**config.mk**
```make
export PLATFORM = sky130hd
export DESIGN_NAME = display_clk_gen
export DESIGN_NICKNAME = d
export VERILOG_FILES = /design/src/rtl/display_clk_gen.sv
export SDC_FILE = /design/constraint.sdc
export NUM_CORES = 1
export LEC_CHECK = 0
export ABC_AREA = 1
export BUFFER_PORTS_ARGS = -buffer_cell sky130_fd_sc_hd__buf_2
export CAP_MARGIN = 20
export CORE_UTILIZATION = 29
export DETAILED_ROUTE_END_ITERATION = 6
export PLACE_DENSITY = 0.41
export SLEW_MARGIN = 20
export SYNTH_ARGS = -nofsm -noshare
export SYNTH_HDL_FRONTEND = slang
export SYNTH_SLANG_ARGS = --single-unit
```
**constraint.sdc**
```tcl
create_clock -name clk -period 2.9 [get_ports clk]
set_input_delay 0.58 -clock clk [delete_from_list [all_inputs] [get_ports clk]]
set_output_delay 0.58 -clock clk [all_outputs]
set_load 0.03 [all_outputs]
```
**src/rtl/display_clk_gen.sv**
```systemverilog
// Board-clock divider for the seven-segment display: a 1 Hz-class data clock with
// run/pause and single-step control, a free-running scan clock, and rising-edge ticks.
module display_clk_gen #(
  parameter int CLK_HZ  = 50000000,
  parameter int SEC_HZ  = 1,
  parameter int SCAN_HZ = 1000
) (
  input  logic clk,
  input  logic rst_n,
  input  logic en,
  input  logic step,
  output logic clk_sec,
  output logic clk_10,
  output logic sec_tick,
  output logic scan_tick
);

  localparam int HALF_SEC  = CLK_HZ / (2 * SEC_HZ);
  localparam int HALF_SCAN = CLK_HZ / (2 * SCAN_HZ);
  localparam int SEC_W     = (HALF_SEC  > 1) ? $clog2(HALF_SEC)  : 1;
  localparam int SCAN_W    = (HALF_SCAN > 1) ? $clog2(HALF_SCAN) : 1;
  // sec_cnt doubles as the step-phase counter, so it must also hold HALF_SCAN-1.
  localparam int CNT_W     = (SEC_W > SCAN_W) ? SEC_W : SCAN_W;

  localparam logic [SCAN_W-1:0] SCAN_LAST = SCAN_W'(HALF_SCAN - 1);
  localparam logic [CNT_W-1:0]  SEC_LAST  = CNT_W'(HALF_SEC - 1);
  localparam logic [CNT_W-1:0]  STEP_LAST = CNT_W'(HALF_SCAN - 1);

  typedef enum logic [1:0] {
    IDLE    = 2'd0,
    STEP_HI = 2'd1,
    STEP_LO = 2'd2
  } state_t;

  state_t             state;
  logic               en_m, en_s;
  logic               step_m, step_s, step_d;
  logic               step_rise;
  logic [SCAN_W-1:0]  scan_cnt;
  logic [CNT_W-1:0]   sec_cnt;

  always_ff @(posedge clk or negedge rst_n) begin
    if (!rst_n) begin
      en_m   <= 1'b0;
      en_s   <= 1'b0;
      step_m <= 1'b0;
      step_s <= 1'b0;
      step_d <= 1'b0;
    end else begin
      en_m   <= en;
      en_s   <= en_m;
      step_m <= step;
      step_s <= step_m;
      step_d <= step_s;
    end
  end

  assign step_rise = step_s & ~step_d;

  always_ff @(posedge clk or negedge rst_n) begin
    if (!rst_n) begin
      scan_cnt  <= '0;
      clk_10    <= 1'b0;
      scan_tick <= 1'b0;
    end else if (scan_cnt == SCAN_LAST) begin
      scan_cnt  <= '0;
      clk_10    <= ~clk_10;
      scan_tick <= ~clk_10;
    end else begin
      scan_cnt  <= scan_cnt + SCAN_W'(1);
      scan_tick <= 1'b0;
    end
  end

  // A pause freezes the phase mid-count; a step only starts from a low clk_sec.
  always_ff @(posedge clk or negedge rst_n) begin
    if (!rst_n) begin
      state    <= IDLE;
      sec_cnt  <= '0;
      clk_sec  <= 1'b0;
      sec_tick <= 1'b0;
    end else begin
      sec_tick <= 1'b0;
      case (state)
        IDLE: begin
          if (step_rise && !en_s && !clk_sec) begin
            state    <= STEP_HI;
            sec_cnt  <= '0;
            clk_sec  <= 1'b1;
            sec_tick <= 1'b1;
          end else if (en_s) begin
            if (sec_cnt == SEC_LAST) begin
              sec_cnt  <= '0;
              clk_sec  <= ~clk_sec;
              sec_tick <= ~clk_sec;
            end else begin
              sec_cnt <= sec_cnt + CNT_W'(1);
            end
          end
        end
        STEP_HI: begin
          if (sec_cnt == STEP_LAST) begin
            sec_cnt <= '0;
            clk_sec <= 1'b0;
            state   <= STEP_LO;
          end else begin
            sec_cnt <= sec_cnt + CNT_W'(1);
          end
        end
        STEP_LO: begin
          if (sec_cnt == STEP_LAST) begin
            sec_cnt <= '0;
            state   <= IDLE;
          end else begin
            sec_cnt <= sec_cnt + CNT_W'(1);
          end
        end
        default: begin
          state   <= IDLE;
          sec_cnt <= '0;
          clk_sec <= 1'b0;
        end
      endcase
    end
  end

endmodule
```
==> results.rst, run 1 <==
.. list-table::
   :header-rows: 1

   * - Metric
     - Value
   * - Count of TritonRoute iterations in the first routing pass
     - 4
   * - Area of the mapped netlist
     - 2890 um2
   * - First-pass GRT wire length
     - 11100 um
   * - Endpoints failing hold
     - 0
   * - Final routed DRC violation total
     - 0
   * - Cts bufs inserted
     - 5
   * - End point of the critical path
     - sec_cnt[24]$_DFFE_PN0N_
   * - Initial DRC Count
     - 100
   * - Count of cells resized by post-cts repair
     - 0
   * - Share of the yosys chip area belonging to registers
     - 44.2%
   * - Crit path kind
     - reg2reg
   * - Most Frequent Cell on Critical Path
     - inv_1
   * - Die Footprint
     - 10400 um2
   * - Post-DP HPWL
     - 4650 um
   * - Y dimension of the die
     - 102 um
   * - Min Clock Period, post-route
     - 2.02 ns
   * - Die span in x
     - 102 um
   * - Clock latency at the later pin of the worst-skew pair
     - 0.30 ns
   * - Final cell area excluding filler cells
     - 3220 um2
   * - Most common library cell in the layout ignoring fill and taps
     - nand2_1
   * - Startpoint type of the worst setup path
     - register
   * - Largest net degree at the start of global routing
     - 31
   * - Area of the core
     - 9730 um2
   * - Status
     - finished clean
   * - RSZ-0062 raised after global routing
     - no
   * - Share of layout cells above drive strength 1
     - 12.5%
   * - Yosys Warn Count
     - 0
   * - Max-slew violation count
     - 0
   * - Gate count after technology mapping
     - 377
   * - Tightest Pin Transition
     - 0.730 ns
   * - Library cells used by synthesis
     - 24
   * - CTS Root Cell
     - clkbuf_8
   * - Syn Area/Cell
     - 7.66 um2
   * - Total of flip-flops plus latches after synthesis
     - 51
   * - I/O Buffers
     - 7
   * - Highest achievable clock rate
     - 494 MHz
   * - Area after DPL
     - 3080 um2
   * - Diode count
     - 0
   * - Number of ports placed on the die boundary
     - 8
   * - LEAKAGE
     - 1.54 nW
   * - Post-Syn Nets
     - 388
   * - Overall Global Routing Usage
     - 13.8%
   * - Post-CTS Hold Fix Bufs
     - 0
   * - CTS tree
     - yes
   * - Level count of the clock H-tree
     - 2
   * - Number of global-route vias before repair
     - 2233
   * - Routed wirelength normalized by instance count
     - 12.0 um
   * - Commonest non-fill, non-tap cells in the layout
     - nand2_1 (74), nor2_1 (61), inv_1 (55)
   * - Remaining antenna violation count after routing
     - 0
   * - Total length of routed wires
     - 6300 um
   * - Via/cell ratio
     - 4.35
   * - Register-to-register setup slack
     - 0.88 ns
   * - Slowest CP cell
     - dfrtp_1
   * - Relative max-transition margin
     - 51.3%
   * - Total grt overflow
     - 0
   * - Antenna violations before repair
     - 0
   * - Clock buffer depth
     - 2
   * - Power density normalized to cell area
     - 597 nW/um2
   * - Worst R2R End
     - sec_cnt[24]$_DFFE_PN0N_
   * - Max rail drop VDD
     - 0.337 mV
   * - Count of clock tree sinks
     - 51
   * - Cell-by-cell listing of the critical path
     - inv_1 > ha_1 > nand3b_2 > inv_1 > a21oi_4 > buf_4 > nor2_1
   * - Period utilization
     - 69.8%
   * - Layout-stage area growth over the synthesis result
     - 11.3%
   * - Placement Rows
     - 36
   * - Crit. End Element
     - register
   * - Critical path startpoint
     - state[0]$_DFFE_PN0P_
   * - Startpoint of the worst register-to-register path
     - state[0]$_DFFE_PN0P_
   * - Worst endpoint data arrival time
     - 2.20 ns
   * - Max-capacitance violation count
     - 0
   * - Nets@finish
     - 401
   * - Post-layout util
     - 33.1%
   * - Worst Hold Class
     - in2async
   * - Post CTS Setup Buffer Count
     - 0
   * - WP data required
     - 3.08 ns
   * - CP max FO
     - 23
   * - CP max stage delay
     - 0.42 ns
   * - Count of endpoints failing setup in the final report
     - 0
   * - Effective utilization at floorplan
     - 29.7%
   * - Placer Congestion
     - 0.781
   * - Setup TNS
     - 0 ns
   * - Register-to-Register Path Depth
     - 7
   * - Clock transition at path regs
     - 0.09 ns
   * - Setup clock skew after layout
     - 0.00658 ns
   * - Via total after detailed routing
     - 2280
## cell usage after synthesis (all sizes together)
cell	count	area (um2)
xor2	16	140
nand4	13	81.3
a21oi	11	66.3
ha	7	87.6
o21ai	11	55.1
xnor2	3	26.3
o21bai	1	7.51
nand3	26	135
nand2	79	309
nand3b	2	18.8
nor3	10	50.1
nor2	82	365
nor4	3	18.8
inv	57	214
buf	5	37.5
dfrtp	51	1280
## layer usage
metal	vias to the layer above	share of wire (%)	track usage (%)	wire length, um
li1	1196	-	-	-
met1	1045	53	20.1	3360
met2	32	43	20.8	2700
met3	7	2.7	2.53	172
met4	0	1.2	4.07	76
met5	-	0	0	0
## flip-flops by register name, summed over array words and instances (netlist names)
signal and count:
en_s 1, en_m 1, step_m 1, step_d 1, clk_10 1, state 2, sec_cnt 25, sec_tick 1
scan_cnt 15, clk_sec 1, step_s 1, scan_tick 1
## layout make-up
type / instances / area [um2]
clock inverter: 2 / 60.1
clock buffer: 6 / 72.6
multi-input combinational: 264 / 1360
fill: 1048 / 6510
timing repair buffer: 11 / 65.1
inverter: 57 / 214
sequential: 51 / 1280
tap: 133 / 166
## power by group
part / total [mW] / switching, mW / internal, mW
combinational: 0.543 / 0.390 / 0.153
sequential: 0.797 / 0.0411 / 0.756
clock: 0.581 / 0.236 / 0.345
total: 1.92 / 0.666 / 1.25
## worst min-delay path by stage
stage	to	slack (ns)
finish	scan_cnt[8]$_DFF_PN0_	0.33
global route	step_m$_DFF_PN0_	0.35
CTS	scan_cnt[8]$_DFF_PN0_	0.35
detailed placement	step_s$_DFF_PN0_	0.34
global placement	step_s$_DFF_PN0_	0.34
floorplan	clk_10$_DFFE_PN0N_	0.28
## stage by stage
step                hold WS (ns)  total power, mW  worst slack, ns  instances
floorplan                  0.284             1.26             1.29        377
global placement           0.338             1.37            0.910        516
detailed placement         0.337             1.37            0.852        516
CTS                        0.352             1.97            0.835        524
global route               0.353             2.07            0.652        524
finish                     0.329             1.92            0.876        524
## worst max-delay path, delay by kind of cell, from the launching register on
kind	cells	cell delay [ns]
compound gates	1	0.14
fa+ha+maj	1	0.25
buf+inv	3	0.68
flops	1	0.42
simple gates	2	0.41
## kinds of logic (layout without fill, tap and decap cells)
kind of cell	Yosys count	count (layout)	share of synthesized area (%)
fa+ha+maj	7	7	3.03
xor+xnor	19	19	5.76
compound gates	23	23	4.46
buf+inv	62	76	8.71
simple gates	215	215	33.9
flops	51	51	44.2
Note: power is estimated with default switching activity, not from simulation.
==> run 2, diff against run 1 <==
Settings changed: ABC_AREA 1 to 0, PLACE_DENSITY 0.41 to 0.43.
Clock period 2.9 ns to 1.79 ns, I/O delays scaled along.
==> run 2 against run 1 <==
Against the previous run: the run now ends with setup timing left; synthesized cell count decreased by 31%; clock-buffer cell count did not move; via count fell by 2.5%; sequential cell count unchanged; highest routed layer unchanged.
==> results.rst, run 2 <==
.. list-table::
   :header-rows: 1

   * - Metric
     - Value
   * - Overall Global Routing Usage
     - 14.7% (+0.87 points)
   * - Post-layout worst setup margin
     - -0.207 ns (-1.08 ns)
   * - Routed wirelength normalized by instance count
     - 15.1 um (+26%)
   * - Setup TNS
     - -3.56 ns (-3.56 ns)
   * - WP data required
     - 2.00 ns (-1.08 ns)
   * - Max rail drop VDD
     - 0.430 mV (+28%)
   * - Library cell with the highest instance count after synthesis
     - dfrtp_1
   * - Diode count
     - 0 (unchanged)
   * - Register area
     - 1280 um2 (about the same)
   * - Via total after detailed routing
     - 2223 (-2.5%)
   * - CTS Root Cell
     - clkbuf_8
   * - CP max stage delay
     - 0.44 ns (+0.02 ns)
   * - Number of placed cells counting well taps
     - 428 (-17%)
   * - Filler cells
     - 855 (-18%)
   * - CP max FO
     - 4 (-83%)
   * - Number of ports placed on the die boundary
     - 8 (unchanged)
   * - Max-slew violation count
     - 0 (unchanged)
   * - Share of layout cells above drive strength 1
     - 35.6% (+23 points)
   * - Hold Crit Endpoint
     - step_m$_DFF_PN0_
   * - CTS tree
     - yes
   * - Placement Rows
     - 34 (-5.6%)
   * - Most common library cell in the layout ignoring fill and taps
     - buf_4
   * - Commonest non-fill, non-tap cells in the layout
     - buf_4 (62), dfrtp_1 (50), nor2_1 (18)
   * - Via/cell ratio
     - 4.96 (+14%)
   * - Share of the yosys chip area belonging to registers
     - 47.0% (+2.9 points)
   * - Initial DRC Count
     - 142 (+42%)
   * - Max-capacitance violation count
     - 0 (unchanged)
   * - Status
     - finished with violations
   * - Startpoint of the worst register-to-register path
     - sec_cnt[0]$_DFFE_PN0N_
   * - Syn Area/Cell
     - 10.4 um2 (+36%)
   * - Buffer and inverter count on the worst path
     - 1 (-2)
   * - Register-to-Register Path Depth
     - 7 (unchanged)
   * - Layout-stage area growth over the synthesis result
     - 36.4%
   * - Post-Syn Nets
     - 271 (-30%)
   * - Final std cells w/o fill
     - 448 (-15%)
   * - Post-layout util
     - 41.6% (+8.6 points)
   * - Final routed DRC violation total
     - 0 (unchanged)
   * - Relative max-transition margin
     - 70.6% (+19 points)
   * - Post-DP HPWL
     - 4810 um (+3.4%)
   * - Post-synth ARST share
     - 100% (unchanged)
   * - Register bank with the most flops
     - sec_cnt
   * - Library cells used by synthesis
     - 48 (+100%)
   * - Area of the core
     - 8890 um2 (-8.6%)
   * - Total of flip-flops plus latches after synthesis
     - 51 (unchanged)
   * - First-pass GRT wire length
     - 11200 um (+1.5%)
   * - Startpoint type of the worst setup path
     - register
   * - Clock buffer depth
     - 2 (unchanged)
   * - Slowest CP cell
     - or4_4
   * - Prevailing post-synth register cell
     - dfrtp_1
   * - Count of endpoints failing setup in the final report
     - 28 (+28)
   * - Worst R2R End
     - sec_cnt[3]$_DFFE_PN0N_
   * - Kind of cell adding the most delay to the critical path
     - compound AO/OA/AOI/OAI gates
   * - Cell types with the largest area share after synthesis
     - dfrtp_1 (47%), xor2_1 (5.5%), xnor2_1 (3.9%)
   * - Hold path start
     - step
   * - Crit. End Element
     - register
   * - Post-synth top cells
     - dfrtp_1 (51), nand3_1 (19), nand2_1 (18), nor2_1 (18), xor2_1 (17)
   * - Level count of the clock H-tree
     - 2 (unchanged)
   * - Cell accounting for the most synthesized area
     - dfrtp_1
   * - Count of clock tree sinks
     - 51 (unchanged)
   * - Nets@finish
     - 350 (-13%)
   * - Remaining antenna violation count after routing
     - 0 (unchanged)
   * - I/O Buffers
     - 7 (unchanged)
   * - Die span in x
     - 98.7 um (-3.0%)
   * - Hold path depth
     - 1
   * - Y dimension of the die
     - 98.7 um (-3.0%)
   * - Gate count after technology mapping
     - 260 (-31%)
   * - Setup clock skew after layout
     - 0.0165 ns (+0.00988 ns)
   * - EDFF count, synth
     - 0 (unchanged)
   * - Total grt overflow
     - 0 (unchanged)
   * - Clock latency at the later pin of the worst-skew pair
     - 0.32 ns (+0.02 ns)
   * - RSZ-0062 raised after global routing
     - yes
   * - Clock transition at path regs
     - 0.10 ns (about the same)
   * - Effective utilization at floorplan
     - 30.5% (+0.83 points)
   * - Tightest Pin Transition
     - 0.437 ns (-0.293 ns)
   * - Min Clock Period, post-route
     - 2.00 ns (-0.0275 ns)
   * - Antenna violations before repair
     - 0 (unchanged)
   * - Crit path kind
     - reg2reg
   * - Power density normalized to cell area
     - 1040 nW/um2 (+74%)
   * - Combined area of the multi-input logic cells
     - 1560 um2 (+14%)
   * - Total length of routed wires
     - 6780 um (+7.5%)
   * - Highest achievable clock rate
     - 501 MHz (+1.4%)
   * - Yosys Warn Count
     - 0 (unchanged)
   * - Placer Congestion
     - 0.794 (+1.7%)
   * - Area fraction of the dominant cell type after synthesis
     - 47.0% (+2.9 points)
   * - Cts bufs inserted
     - 5 (unchanged)
   * - Worst Hold Class
     - in2reg
   * - Cell-by-cell listing of the critical path
     - ha_4 > nand2_2 > or4_4 > o31ai_4 > buf_6 > a21oi_2 > a221o_1
   * - Violations in the final reports
     - setup timing
   * - Number of global-route vias before repair
     - 2317 (+3.8%)
   * - Worst endpoint data arrival time
     - 2.21 ns (about the same)
   * - Area of the mapped netlist
     - 2710 um2 (-6.1%)
   * - Total Power Consumption
     - 3.85 mW (+100%)
   * - Register-to-register setup slack
     - -0.21 ns (-1.08 ns)
   * - Die Footprint
     - 9750 um2 (-5.9%)
   * - Period utilization
     - 112% (+42 points)
   * - Count of TritonRoute iterations in the first routing pass
     - 4 (unchanged)
   * - LEAKAGE
     - 1.65 nW (+7.6%)
   * - Endpoints failing hold
     - 0 (unchanged)
   * - Largest net degree at the start of global routing
     - 37 (+19%)
   * - Number of flip-flops under the largest register name
     - 25 (unchanged)
   * - Largest registers
     - sec_cnt (25), scan_cnt (15), state (2)
run 2: cell count changes after synthesis, sizes merged, moves of 4 or more:
cell | before | now
nor2 | 82 | 18
nand2 | 79 | 18
inv | 57 | 7
xnor2 | 3 | 12
nand3 | 26 | 19
and3 | 0 | 6
or3 | 0 | 6
a21oi | 11 | 16
nor2b | 0 | 5
o21ai | 11 | 6
clkbuf | 0 | 4
nand2b | 0 | 4
nor3 | 10 | 6
run 2: worst max path at each step:
stage	cells after the start	from	endpoint	slack, ns
2_1_floorplan	7	sec_cnt[0]$_DFFE_PN0N_	sec_cnt[20]$_DFFE_PN0N_	-0.14
3_3_place_gp	8	sec_cnt[0]$_DFFE_PN0N_	sec_cnt[12]$_DFFE_PN0N_	-0.26
3_5_place_dp	6	sec_cnt[1]$_DFFE_PN0N_	clk_sec$_DFFE_PN0P_	-0.24
4_1_cts	7	sec_cnt[1]$_DFFE_PN0N_	sec_cnt[3]$_DFFE_PN0N_	-0.23
5_1_grt	8	sec_cnt[0]$_DFFE_PN0N_	sec_cnt[2]$_DFFE_PN0N_	-0.29
6_report	7	sec_cnt[0]$_DFFE_PN0N_	sec_cnt[3]$_DFFE_PN0N_	-0.21
run 2: per-layer routing:
metal	GRT usage (%)	vias to the layer above	wire length, um
met5	0	-	0
met1	19.4	1085	3290
met4	4.94	0	104
met3	2.98	8	150
met2	24.0	31	3230
li1	-	1099	-
run 2: per-stage QoR:
step	setup slack, ns	hold slack [ns]	instance area [um2]
finish	-0.207	0.136	3700
global route	-0.289	0.124	3700
CTS	-0.227	0.124	3510
detailed placement	-0.245	0.317	3330
global placement	-0.264	0.316	3330
floorplan	-0.138	0.0624	2740
run 2: repair_timing:
action	CTS	global route
endpoints found under the setup margin	28	29
gates cloned	0	2
pin swaps	3	13
endpoints found under the hold margin	15	0
resized for setup	5	24
setup buffers	3	6
hold buffers	1	0
run 2: cell type report:
class / count / share of cell area [%]
clock buffers: 6 / 2.23
clock inverters: 2 / 1.05
inverters: 7 / 0.710
multi-input cells: 198 / 42.0
flip-flops and latches: 51 / 34.5
well taps: 108 / 3.65
repair buffers: 76 / 15.8
run 2: kinds of logic after synthesis:
| logic type | count (synthesis) | share of synthesized area (%) |
|---|---|---|
| multiplexers | 3 | 1.20 |
| buffers and inverters | 13 | 2.35 |
| AO/OA/AOI/OAI | 42 | 12.1 |
| adder cells (fa/ha/maj) | 7 | 3.23 |
| XOR/XNOR | 29 | 9.36 |
| flip-flops | 51 | 47.0 |
| AND/OR/NAND/NOR | 115 | 24.8 |
run 2: power breakdown:
part           internal [mW]  switching, mW  total [mW]
combinational          0.824          0.867        1.69
sequential              1.23         0.0607        1.29
clock                  0.461          0.409       0.870
total                   2.51           1.34        3.85
